`config.mk`:
```
export PLATFORM = sky130hd
export DESIGN_NAME = demux4_buffered
export DESIGN_NICKNAME = d
export VERILOG_FILES = /design/src/rtl/demux4_buffered.sv
export SDC_FILE = /design/constraint.sdc
export NUM_CORES = 1
export LEC_CHECK = 0
export CAP_MARGIN = 5
export CORE_MARGIN = 2
export CORE_UTILIZATION = 55
export CTS_BUF_LIST = sky130_fd_sc_hd__clkbuf_4 sky130_fd_sc_hd__clkbuf_8
export DETAILED_ROUTE_END_ITERATION = 10
export MAX_ROUTING_LAYER = met4
export PLACE_DENSITY = 0.83
export SYNTH_ARGS = -nofsm -noshare
export SYNTH_HDL_FRONTEND = slang
export SYNTH_SLANG_ARGS = --single-unit
```
`constraint.sdc`:
```
create_clock -name clk -period 7.5 [get_ports clk]
set_input_delay 0.75 -clock clk [delete_from_list [all_inputs] [get_ports clk]]
set_output_delay 0.75 -clock clk [all_outputs]
set_load 0.02 [all_outputs]
```
`src/rtl/demux4_buffered.sv`:
```
// Routes one input stream to four independently buffered output channels.
// Each channel has its own FIFO, head-of-queue output and acceptance counter.
module demux4_buffered #(
  parameter int WIDTH = 32,
  parameter int DEPTH = 2
) (
  input  logic             clk,
  input  logic             rst_n,
  input  logic [WIDTH-1:0] in_data,
  input  logic [1:0]       select,
  input  logic             in_valid,
  output logic             in_ready,
  output logic [WIDTH-1:0] out0,
  output logic [WIDTH-1:0] out1,
  output logic [WIDTH-1:0] out2,
  output logic [WIDTH-1:0] out3,
  output logic [3:0]       out_valid,
  input  logic [3:0]       out_ready,
  output logic [15:0]      count0,
  output logic [15:0]      count1,
  output logic [15:0]      count2,
  output logic [15:0]      count3
);

  localparam int PTR_W = $clog2(DEPTH);
  localparam logic [PTR_W:0] OCC_FULL = (PTR_W + 1)'(DEPTH);

  logic [WIDTH-1:0] mem_r    [4][DEPTH];
  logic [PTR_W-1:0] wr_ptr_r [4];
  logic [PTR_W-1:0] rd_ptr_r [4];
  logic [PTR_W:0]   occ_r    [4];
  logic [15:0]      count_r  [4];
  logic [WIDTH-1:0] head_s   [4];
  logic [3:0]       full_s;
  logic [3:0]       empty_s;
  logic [3:0]       sel_dec_s;
  logic [3:0]       push_s;
  logic [3:0]       pop_s;

  // Per-channel status flags and head-of-queue data (zero when empty).
  always_comb begin
    for (int k = 0; k < 4; k++) begin
      full_s[k]  = (occ_r[k] == OCC_FULL);
      empty_s[k] = (occ_r[k] == '0);
      head_s[k]  = empty_s[k] ? '0 : mem_r[k][rd_ptr_r[k]];
    end
  end

  // in_ready depends only on select and registered occupancy, never on out_ready.
  always_comb begin
    sel_dec_s = 4'b0001 << select;
    in_ready  = ~full_s[select];
    push_s    = sel_dec_s & {4{in_valid & in_ready}};
    pop_s     = ~empty_s & out_ready;
  end

  // Pointer, occupancy and counter state for all four channels.
  always_ff @(posedge clk or negedge rst_n) begin
    if (!rst_n) begin
      for (int k = 0; k < 4; k++) begin
        wr_ptr_r[k] <= '0;
        rd_ptr_r[k] <= '0;
        occ_r[k]    <= '0;
        count_r[k]  <= 16'd0;
      end
    end else begin
      for (int k = 0; k < 4; k++) begin
        if (push_s[k]) begin
          wr_ptr_r[k] <= wr_ptr_r[k] + PTR_W'(1);
          count_r[k]  <= count_r[k] + 16'd1;
        end
        if (pop_s[k]) begin
          rd_ptr_r[k] <= rd_ptr_r[k] + PTR_W'(1);
        end
        case ({push_s[k], pop_s[k]})
          2'b10:   occ_r[k] <= occ_r[k] + (PTR_W + 1)'(1);
          2'b01:   occ_r[k] <= occ_r[k] - (PTR_W + 1)'(1);
          default: occ_r[k] <= occ_r[k];
        endcase
      end
    end
  end

  // Storage array; contents need no reset because empty channels output zero.
  always_ff @(posedge clk) begin
    for (int k = 0; k < 4; k++) begin
      if (push_s[k]) begin
        mem_r[k][wr_ptr_r[k]] <= in_data;
      end
    end
  end

  assign out0      = head_s[0];
  assign out1      = head_s[1];
  assign out2      = head_s[2];
  assign out3      = head_s[3];
  assign out_valid = ~empty_s;
  assign count0    = count_r[0];
  assign count1    = count_r[1];
  assign count2    = count_r[2];
  assign count3    = count_r[3];

endmodule

```
### Word-level counts from Yosys, hierarchy flattened

Memory sizes are Yosys's and may differ from the RTL's.
Index checks and enable logic that the tools add are counted.

| cells by class | value |
|---|---|
| add/subtract/negate cells | 20 |
| magnitude comparators | 13 |
| eq/ne operators | 12 |
| shift operators | 1 |
| mux-type cells | 38 |
| bitwise logic cells | 13 |
| reduce and logical (&&, ||, !) cells | 12 |

Operator list:

| operator | number |
|---|---|
| 32-bit 2-to-1 mux | 20 |
| 64-bit 2-to-1 mux | 4 |
| 32-bit demux with 1-bit select | 4 |
| 16-bit by 1-bit adder with 16-bit output, second input constant | 4 |
| 2-bit == test, second input constant | 8 |
| 2-bit greater-or-equal comparator, second input constant | 8 |
| 1-bit inverter with 2-bit output | 8 |
| 2-bit one-hot mux with 2 select lines | 4 |
| 1-bit adder, second input constant | 8 |
| 2-bit by 1-bit adder with 2-bit output, second input constant | 4 |
| 4-bit bitwise AND | 2 |
| 2-bit by 1-bit == test with 1-bit output, second input constant | 4 |
| 2-bit zero test | 4 |
| 2-bit by 1-bit less-than comparator with 1-bit output, second input constant | 4 |
| 2-bit nonzero test | 4 |
| 2-bit by 1-bit subtractor with 2-bit output, second input constant | 4 |
| 1-bit 2-to-1 mux | 5 |
| 1-bit logical AND | 4 |
| 4-bit inverter | 1 |
| 1-bit by 2-bit << shifter with 4-bit output, first input constant | 1 |
| 2-bit by 3-bit less-than comparator with 1-bit output, second input constant | 1 |
| 1-bit binary-select mux with 2-bit select | 1 |
| 1-bit bitwise AND | 1 |
| 1-bit inverter | 1 |

| storage, ports and cells | value |
|---|---|
| flip-flop bits (word level) | 80 |
| RAM bits | 256 |
| input bits | 41 |
| output and inout bits | 197 |
| logic and storage cells | 126 |
| memories kept | 1 |

Memories:

| name | words | bits a word | read ports | clocked after Yosys merged registers in | write ports | RTL line | text |
|---|---|---|---|---|---|---|---|
| mem_r | 4 | 64 | 4 | 0 | 4 | 28 | `logic [WIDTH-1:0] mem_r [4][DEPTH];` |

### Logic depth before layout (Yosys ltp)

Gate-level depths: netlist of run 1.

| logic depth | value |
|---|---|
| depth after elaboration | 8 |
| mapped depth | 8 |

### Worst setup path after synthesis of run 1

OpenSTA, ideal clock, no wires.

| timing path | value |
|---|---|
| kind | in2reg |
| start | in select[0] |
| end | mem mem_r[3][32] (netlist name), enable pin |
| arrival | 2.781 ns |
| required time | 7.079 ns |
| path slack | 4.298 ns |
| cell stages on the path | 5 |
| path buffers | 1 |
| path through | buf_4 > nand3_1 > nor2_1 > inv_1 > nor2_1 |

RTL lines:

| what | RTL line | text |
|---|---|---|
| start, declared | 10 | `input logic [1:0] select,` |
| end, declared | 28 |  |

### Worst setup path in the final report of run 1

| timing path | value |
|---|---|
| start | reg rd_ptr_r[0] (netlist name) |
| end | out out3[9] |

| between the ends | value |
|---|---|
| cells in the longest elaborated chain, start to end | 5 |

RTL lines:

| what | RTL line | text |
|---|---|---|
| start, declared | 30 | `logic [PTR_W-1:0] rd_ptr_r [4];` |
| start signal, assigned by index | 73 | `rd_ptr_r[k] <= rd_ptr_r[k] + PTR_W'(1);` |
| 1-bit inverter with 2-bit output (not written as such) | 45 | `head_s[k] = empty_s[k] ? '0 : mem_r[k][rd_ptr_r[k]];` |
| 32-bit 2-to-1 mux (not written as such) (3 in a row) | 45 |  |
| 32-bit 2-to-1 mux | 45 |  |
| end, declared | 16 | `output logic [WIDTH-1:0] out3,` |

No other way between the ends. The select of a mux whose other input is x is not followed.

==> impl_metrics.tcl, run 1 <==
set metrics [dict create \
    critical_path_class "reg2out" \
    cts_resized 0 \
    cp_max_fo 33 \
    postCtsHoldBufs 0 \
    synth_edf_count 256 \
    status "completed" \
    rows 56 \
    syn_nets 910 \
    postSynthAreaPerCell_um2 15.5 \
    grt_pass1_wl_um 47100 \
    rsz0062_at_grt "no" \
    p_int_mw 4.07 \
    fin_cells 1480 \
    multi_input_area_um2 3540 \
    start_util_pct 56.5 \
    worst_pin_slew_ns 1.12 \
    final_hold_viol_count 0 \
    clk_path_buf_depth 3 \
    switching_power_mw 2.33 \
    antenna_left 0 \
    finalCritPeriodShare_pct 48.2 \
    fp.dieH_um 160 \
    regArea_um2 9690 \
    netlist_area_um2 13300 \
    startpoint_type "flop" \
    clockRootBuffer "clkbuf_8" \
    hpwl_um 19000 \
    ys_top_cells_by_area "edfxtp_1 (58%), dfrtp_1 (15%), mux2i_1 (9.7%), nor2_1 (4.3%), xnor2_1 (3.5%)" \
    synth_top_area_share_pct 57.6 \
    clockPowerShare_pct 23.0 \
    ys_async_sr_fraction_pct 23.8 \
    htree_levels 2 \
    skew_ns 0.0374 \
    switching_share_pct 36.3 \
    core-area_um2 23600 \
    final_layout_size_suffix_gt1_share_pct 10.1 \
    globalplace.congestion 0.814 \
    power.total_mw 6.40 \
    syn2layout_area_growth_pct 27.9 \
    drc 0 \
    nFillCells 1488 \
    cts_setup_buffers 0 \
    ios 238 \
    finalMaxSlewViolations 0 \
    fin_util_pct 72.2 \
    hold_path.class "in2async" \
    yosys_warnings 0 \
    antenna_found_initial 1 \
    fmax_mhz 277 \
    die_area_um2 25500 \
    clk_pin_slew_ns 0.06 \
    nNetsFinal 1169 \
    yosys.cell_types.count 33 \
    via_per_inst 5.36 \
    route.vias.total 7931 \
    wirelength_um 30200 \
    dr.pass1.iters 5 \
    syn-instance-count 861 \
    cp.arrival_ns 2.86 \
    dr.first_iter.drc_count 629 \
    worstPathRequired_ns 6.75 \
    synth_area_leader_cell "edfxtp_1" \
    numCtsBuffers 51 \
    timing.slew.headroom_pct 25.2 \
    clock_latency_ns 0.59 \
    synthFlopType "edfxtp_1" \
    io_buffers 237 \
    end_kind "primary output" \
    synth-seq-cells 336 \
    powerDensity_nw_per_um2 375 \
    dp_cells 1386 \
    overflow 0 \
    period_needed_ns 3.61 \
    avgRoutedWirePerCell_um 20.4 \
    leakagePower_nw 6.53 \
    grt_start_max_net_pins 81 \
    maxCapViolCount 0 \
    setup_viol 0 \
    grt_pass1_vias 8232 \
    tns_ns 0 \
    synth-seq-area-share_pct 72.7 \
    combPwrFrac_pct 37.2 \
    cts_tree "built" \
    p_seq_share_pct 39.8 \
    die_x_um 160 \
    groute.usage.overall_pct 24.5 \
    vdd_drop_max_uv 285 \
    cts.sinks 336 \
]
## per-layer routing
metal	vias up	GRT usage [%]	wire, um
li1	3633	-	-
met1	3946	33.0	12900
met2	303	38.9	14700
met3	49	4.26	1950
met4	0	7.19	623
met5	-	-	0
## power groups by stage
stage                     clock network [mW]  registers (mW)  logic (mW)
final                                   1.47            2.55        2.38
after global routing                    1.57            2.58        2.51
after CTS                               1.49            2.55        2.40
after detailed placement                   0            2.59        2.38
after global placement                     0            2.57        2.35
after floorplan                            0            2.39        1.37
## metrics by stage
stage                     setup WS (ns)  cell area, um2  hold slack (ns)
after CTS                          3.92           17100            0.342
after global routing               3.80           17100            0.403
after detailed placement           3.95           16000            0.467
after global placement             4.02           16000            0.455
final                              3.89           17100            0.328
after floorplan                    4.30           13300            0.454
## cell type report
cell class / count / area share [%]
flip-flops and latches: 336 / 56.8
well taps: 319 / 2.34
multi-input cells: 482 / 20.7
diodes: 1 / 0.0147
repair buffers: 237 / 13.9
clock inverters: 24 / 0.704
clock buffers: 69 / 5.20
inverters: 12 / 0.264
## placed cells by master, fill, tap and decap left out, drive strengths merged, types with 8 or more instances in the layout
| cell | instances |
|---|---|
| ha | 8 |
| and2 | 10 |
| nand3 | 25 |
| mux2i | 129 |
| inv | 15 |
| clkdlybuf4s50 | 236 |
| and4 | 8 |
| nand2 | 21 |
| dfrtp | 80 |
| nand4 | 13 |
| edfxtp | 256 |
| nor2 | 153 |
| and3 | 8 |
| clkinv | 20 |
| xor2 | 27 |
| xnor2 | 53 |
| clkbuf | 69 |
## worst paths after layout
| kind | start | end | slack (ns) | depth (start not counted) |
|---|---|---|---|---|
| setup / recovery | rd_ptr_r[0]$_DFFE_PN0P_ | out3[9] | 3.89 | 3 |
| hold / removal | rst_n | count2[13]$_DFFE_PN0P_ | 0.33 | 1 |
| setup reg to reg | occ_r[6]$_DFFE_PN0P_ | mem_r[0][51]$_DFFE_PP_ | 4.91 | 4 |
| hold reg to reg | count1[15]$_DFFE_PN0P_ | count1[15]$_DFFE_PN0P_ | 0.47 | 1 |
| max in group asynchronous | rst_n | rd_ptr_r[2]$_DFFE_PN0P_ | 6.43 | 1 |
| min in group clk | count1[15]$_DFFE_PN0P_ | count1[15]$_DFFE_PN0P_ | 0.47 | 1 |
## registers in the layout, summed over array words and instances, names as in the netlist
signal / flops
occ_r: 8
count1: 16
wr_ptr_r: 4
rd_ptr_r: 4
mem_r: 256
count2: 16
count0: 16
count3: 16
## logic make-up after synthesis
kind of cell	count (synthesis)	synth area share [%]
DFF	336	72.7
and+or+nand+nor	259	9.86
muxes	133	10.0
xor gates and xnor gates	80	5.25
buffers and inverters	43	1.36
adders and majority gates	8	0.751
AOI/OAI and AO/OA	2	0.0938
## cell usage after synthesis, types with 2 or more instances
cell type and number:
and2_1 10, and2b_2 2, and2b_4 2, and3_1 8
and4_1 8, buf_2 13, clkbuf_1 17, dfrtp_1 80
edfxtp_1 256, ha_1 8, inv_1 12, mux2_2 4
mux2i_1 129, nand2_1 21, nand3_1 22, nand3_2 3
nand4_1 13, nor2_1 153, nor3_1 5, nor4_4 4
xnor2_1 53, xor2_1 27
## critical path, cell delays in order, from the launching register on
cell,delay [ns]
dfrtp_2,1.10
mux2i_1,0.17
nor2_1,0.30
clkdlybuf4s50_1,0.67
Note: power is estimated with default switching activity, not from simulation.
==> run 2, diff against run 1 <==
--- a/config.mk
+++ b/config.mk
@@ -7,11 +7,11 @@
 export LEC_CHECK = 0
 export CAP_MARGIN = 5
 export CORE_MARGIN = 2
-export CORE_UTILIZATION = 55
+export CORE_UTILIZATION = 54
 export CTS_BUF_LIST = sky130_fd_sc_hd__clkbuf_4 sky130_fd_sc_hd__clkbuf_8
 export DETAILED_ROUTE_END_ITERATION = 10
 export MAX_ROUTING_LAYER = met4
-export PLACE_DENSITY = 0.83
+export PLACE_DENSITY = 0.82
 export SYNTH_ARGS = -nofsm -noshare
 export SYNTH_HDL_FRONTEND = slang
 export SYNTH_SLANG_ARGS = --single-unit
==> constraint.sdc (replaced) <==
create_clock -name clk -period 3.5 [get_ports clk]
set_input_delay 0.35 -clock clk [delete_from_list [all_inputs] [get_ports clk]]
set_output_delay 0.35 -clock clk [all_outputs]
set_load 0.02 [all_outputs]
==> impl_metrics.tcl, run 2 (synthesis gave the netlist of run 1 again) <==
set metrics [dict create \
    hold_path.class "reg2reg" \
    via_per_inst 5.33 \
    drc 0 \
    groute.usage.overall_pct 23.5 \
    startpoint_type "flop" \
    skew_ns 0.0296 \
    clk_path_buf_depth 3 \
    antenna_left 0 \
    fp.dieH_um 161 \
    dp_cells 1406 \
    ios 238 \
    rsz0062_at_grt "no" \
    cp_max_fo 23 \
    holdPathStages 1 \
    vdd_drop_max_uv 505 \
    route.vias.total 7991 \
    nNetsFinal 1185 \
    timing.slew.headroom_pct 28.5 \
    cp.arrival_ns 2.82 \
    final_hold_viol_count 0 \
    die_x_um 161 \
    die_area_um2 26000 \
    largest_reg_flops 256 \
    setup_viol 0 \
    clockRootBuffer "clkbuf_8" \
    numCtsBuffers 51 \
    overflow 0 \
    grt_pass1_vias 8053 \
    nFillCells 1589 \
    clock_latency_ns 0.57 \
    timing.rr.start "occ_r[6]$_DFFE_PN0P_" \
    syn2layout_area_growth_pct 29.0 \
    final_layout_size_suffix_gt1_share_pct 11.6 \
    start_util_pct 55.0 \
    avgRoutedWirePerCell_um 19.9 \
    multi_input_area_um2 3540 \
    worstPathRequired_ns 3.15 \
    grt_start_max_net_pins 81 \
    tns_ns 0 \
    regArea_um2 9690 \
    r2r-end "occ_r[7]$_DFFE_PN0P_" \
    end_kind "primary output" \
    io_buffers 237 \
    whs_endpoint "count1[15]$_DFFE_PN0P_" \
    dr.pass1.iters 4 \
    power.total_mw 13.7 \
    worst_pin_slew_ns 1.07 \
    reg2reg_slack_ns 1.24 \
    dr.first_iter.drc_count 594 \
    wirelength_um 29800 \
    core-area_um2 24200 \
    antenna_found_initial 0 \
    powerDensity_nw_per_um2 796 \
    final_common_cell "edfxtp_1" \
    hpwl_um 19600 \
    grt_pass1_wl_um 45300 \
    period_needed_ns 3.17 \
    fin_util_pct 71.0 \
    cts_resized 0 \
    htree_levels 2 \
    finalMaxSlewViolations 0 \
    reg2regPathDepth 7 \
    rows 57 \
    final_cell_mix "edfxtp_1 (256), clkdlybuf4s50_1 (236), nor2_1 (144)" \
    fin_cells 1499 \
    globalplace.congestion 0.812 \
    diodes 0 \
    maxCapViolCount 0 \
    status "completed" \
    clk_pin_slew_ns 0.06 \
    cts.sinks 336 \
    fmax_mhz 316 \
    critical_path_class "reg2out" \
    cts_tree "built" \
    finalCritPeriodShare_pct 90.5 \
    leakagePower_nw 6.62 \
    min_from "count1[15]$_DFFE_PN0P_" \
]
==> run 2: worst max-delay path by stage <==
stage / from / endpoint / cells past startpoint
5_1_grt: rd_ptr_r[0]$_DFFE_PN0P_ / out3[21] / 4
2_1_floorplan: occ_r[6]$_DFFE_PN0P_ / mem_r[0][32]$_DFFE_PP_ / 4
4_1_cts: rd_ptr_r[0]$_DFFE_PN0P_ / out3[21] / 4
3_5_place_dp: select[0] / mem_r[3][52]$_DFFE_PP_ / 6
3_3_place_gp: select[0] / mem_r[3][20]$_DFFE_PP_ / 5
6_report: rd_ptr_r[0]$_DFFE_PN0P_ / out3[21] / 4
==> run 2: cell type report <==
class,instances,area share (%)
flip-flops and latches,336,56.3
multi-input cells,482,20.5
repair buffers,253,14.7
clock buffers,76,5.24
well taps,324,2.36
clock inverters,16,0.545
inverters,12,0.262
==> run 2: metrics by stage <==
step	instance area, um2	hold slack, ns	setup WS, ns
after global placement	16200	0.455	0.768
final	17200	0.473	0.331
after detailed placement	16200	0.465	0.674
after global routing	17200	0.489	0.257
after floorplan	13300	0.0544	0.660
after CTS	17200	0.470	0.328
==> run 2: what timing repair did <==
| action | 4_1_cts | 5_1_grt |
|---|---|---|
| endpoints found under the hold margin | 80 | 0 |
| buffers inserted | 0 | 0 |
| hold buffers | 1 | 0 |
==> run 2: routing by layer <==
layer  vias up  wire (um)  GRT usage, %
met1      3952      12200          31.1
met2       324      14800          38.0
met3        54       2040          3.54
li1       3661          -             -
met4         0        708          7.43
met5         -          0             -
==> run 2: critical path, stage by stage (launching register included) <==
cell             delay, ns
dfrtp_2               0.92
buf_4                 0.36
mux2i_1               0.12
nor2_1                0.18
clkdlybuf4s50_1       0.66
==> run 2: power breakdown <==
group | leakage, nW | total [mW] | internal [mW] | switching [mW]
sequential | 3.36 | 5.37 | 4.72 | 0.652
combinational | 2.73 | 5.22 | 2.39 | 2.83
clock | 0.538 | 3.11 | 1.66 | 1.44
total | 6.62 | 13.7 | 8.77 | 4.93
==> run 3, diff against run 2 <==
--- a/config.mk
+++ b/config.mk
@@ -11,7 +11,7 @@
 export CTS_BUF_LIST = sky130_fd_sc_hd__clkbuf_4 sky130_fd_sc_hd__clkbuf_8
 export DETAILED_ROUTE_END_ITERATION = 10
 export MAX_ROUTING_LAYER = met4
-export PLACE_DENSITY = 0.82
+export PLACE_DENSITY = 0.85
 export SYNTH_ARGS = -nofsm -noshare
 export SYNTH_HDL_FRONTEND = slang
 export SYNTH_SLANG_ARGS = --single-unit
==> impl_metrics.tcl, run 3 (synthesis gave the netlist of run 1 again) <==
set metrics [dict create \
    dr.first_iter.drc_count 652 \
    regArea_um2 9690 \
    startpoint_type "flop" \
    multi_input_area_um2 3540 \
    final_common_cell "edfxtp_1" \
    drc 0 \
    dp_cells 1402 \
    syn2layout_area_growth_pct 29.0 \
    clock_latency_ns 0.57 \
    cts.sinks 336 \
    timing.slew.headroom_pct 27.5 \
    skew_ns 0.0358 \
    hpwl_um 19600 \
    worstPathRequired_ns 3.15 \
    hold_path.class "reg2reg" \
    clk_path_buf_depth 3 \
    fin_cells 1494 \
    finalMaxSlewViolations 0 \
    wirelength_met1_um 12400 \
    setup_viol 0 \
    grt_start_max_net_pins 81 \
    grt_pass1_vias 8069 \
    htree_levels 2 \
    critical_path_class "reg2out" \
    rsz0062_at_grt "no" \
    status "completed" \
    die_area_um2 26000 \
    diodes 0 \
    cts_setup_buffers 0 \
    cp.arrival_ns 2.83 \
    hold_ws_ns 0.471 \
    core-area_um2 24200 \
    end_kind "primary output" \
    numCtsBuffers 51 \
    clk_pin_slew_ns 0.06 \
    route.vias.total 7968 \
    fin_util_pct 70.9 \
    leakagePower_nw 6.60 \
    dr.pass1.iters 5 \
    rows 57 \
    cp_max_fo 33 \
    fin_area_um2 17200 \
    wl_met2_um 14700 \
    route.met3.wl_um 1950 \
    avgRoutedWirePerCell_um 20.0 \
    largest_reg_flops 256 \
    antenna_found_initial 0 \
    groute.usage.overall_pct 23.8 \
    top_layer "met4" \
    powerDensity_nw_per_um2 797 \
    nNetsFinal 1181 \
    cts_tree "built" \
    start_util_pct 55.0 \
    worst_pin_slew_ns 1.09 \
    clockRootBuffer "clkbuf_8" \
    vdd_drop_max_uv 758 \
    grt_pass1_wl_um 45700 \
    placed_area_um2 16200 \
    tns_ns 0 \
    globalplace.congestion 0.819 \
    ios 238 \
    fp.dieH_um 161 \
    io_buffers 237 \
    die_x_um 161 \
    final_hold_viol_count 0 \
    final_cell_mix "edfxtp_1 (256), clkdlybuf4s50_1 (236), nor2_1 (144)" \
    final_layout_size_suffix_gt1_share_pct 11.2 \
    antenna_left 0 \
    fmax_mhz 315 \
    nFillCells 1561 \
    wirelength_um 29800 \
    overflow 0 \
    maxCapViolCount 0 \
    via_per_inst 5.33 \
    period_needed_ns 3.18 \
    finalCritPeriodShare_pct 90.8 \
]
## run 3: per-layer routing
| metal | global-route usage [%] | up-vias |
|---|---|---|
| li1 | - | 3655 |
| met1 | 31.0 | 3939 |
| met2 | 38.6 | 319 |
| met3 | 3.90 | 55 |
| met4 | 8.04 | 0 |
| met5 | - | - |
## run 3: worst paths after layout
kind                                         start                 endpoint  slack (ns)  cells after the start
setup reg to reg              occ_r[2]$_DFFE_PN0P_     occ_r[3]$_DFFE_PN0P_        1.16                      6
max in group asynchronous                    rst_n  rd_ptr_r[3]$_DFFE_PN0P_        2.28                      2
setup / recovery           rd_ptr_r[0]$_DFFE_PN0P_                 out3[19]        0.32                      3
hold / removal              count1[15]$_DFFE_PN0P_   count1[15]$_DFFE_PN0P_        0.47                      1
hold reg to reg             count1[15]$_DFFE_PN0P_   count1[15]$_DFFE_PN0P_        0.47                      1
min in group asynchronous                    rst_n    count2[5]$_DFFE_PN0P_        0.52                      2
## run 3: timing repair
item	4_1_cts	5_1_grt
hold buffers	1	0
hold endpoints to repair	13	0
gates resized for setup	0	0
setup endpoints to repair	0	0
## run 3: layout make-up
type / instances / share of cell area, %
repair buffers: 249 / 14.6
clock buffers: 77 / 5.44
inverters: 12 / 0.262
multi-input cells: 482 / 20.6
clock inverters: 14 / 0.400
flip-flops and latches: 336 / 56.4
well taps: 324 / 2.36
## run 3: through the flow
| stage | total power, mW | setup slack [ns] |
|---|---|---|
| 6_report | 13.7 | 0.320 |
| 5_1_grt | 14.3 | 0.232 |
| 4_1_cts | 13.8 | 0.310 |
| 3_5_place_dp | 10.7 | 0.742 |
| 3_3_place_gp | 10.6 | 0.833 |
| 2_1_floorplan | 8.06 | 0.660 |
## run 3: where the power goes
group | switching (mW) | total (mW) | leakage, nW | internal, mW
Clock | 1.39 | 3.10 | 0.531 | 1.70
Sequential | 0.710 | 5.43 | 3.36 | 4.72
Combinational | 2.80 | 5.18 | 2.71 | 2.38
Total | 4.91 | 13.7 | 6.60 | 8.80
## run 3: critical path, stage by stage (launching register included)
cell and delay (ns):
dfrtp_2 1.08, mux2i_1 0.26, nor2_1 0.25, clkdlybuf4s50_1 0.65
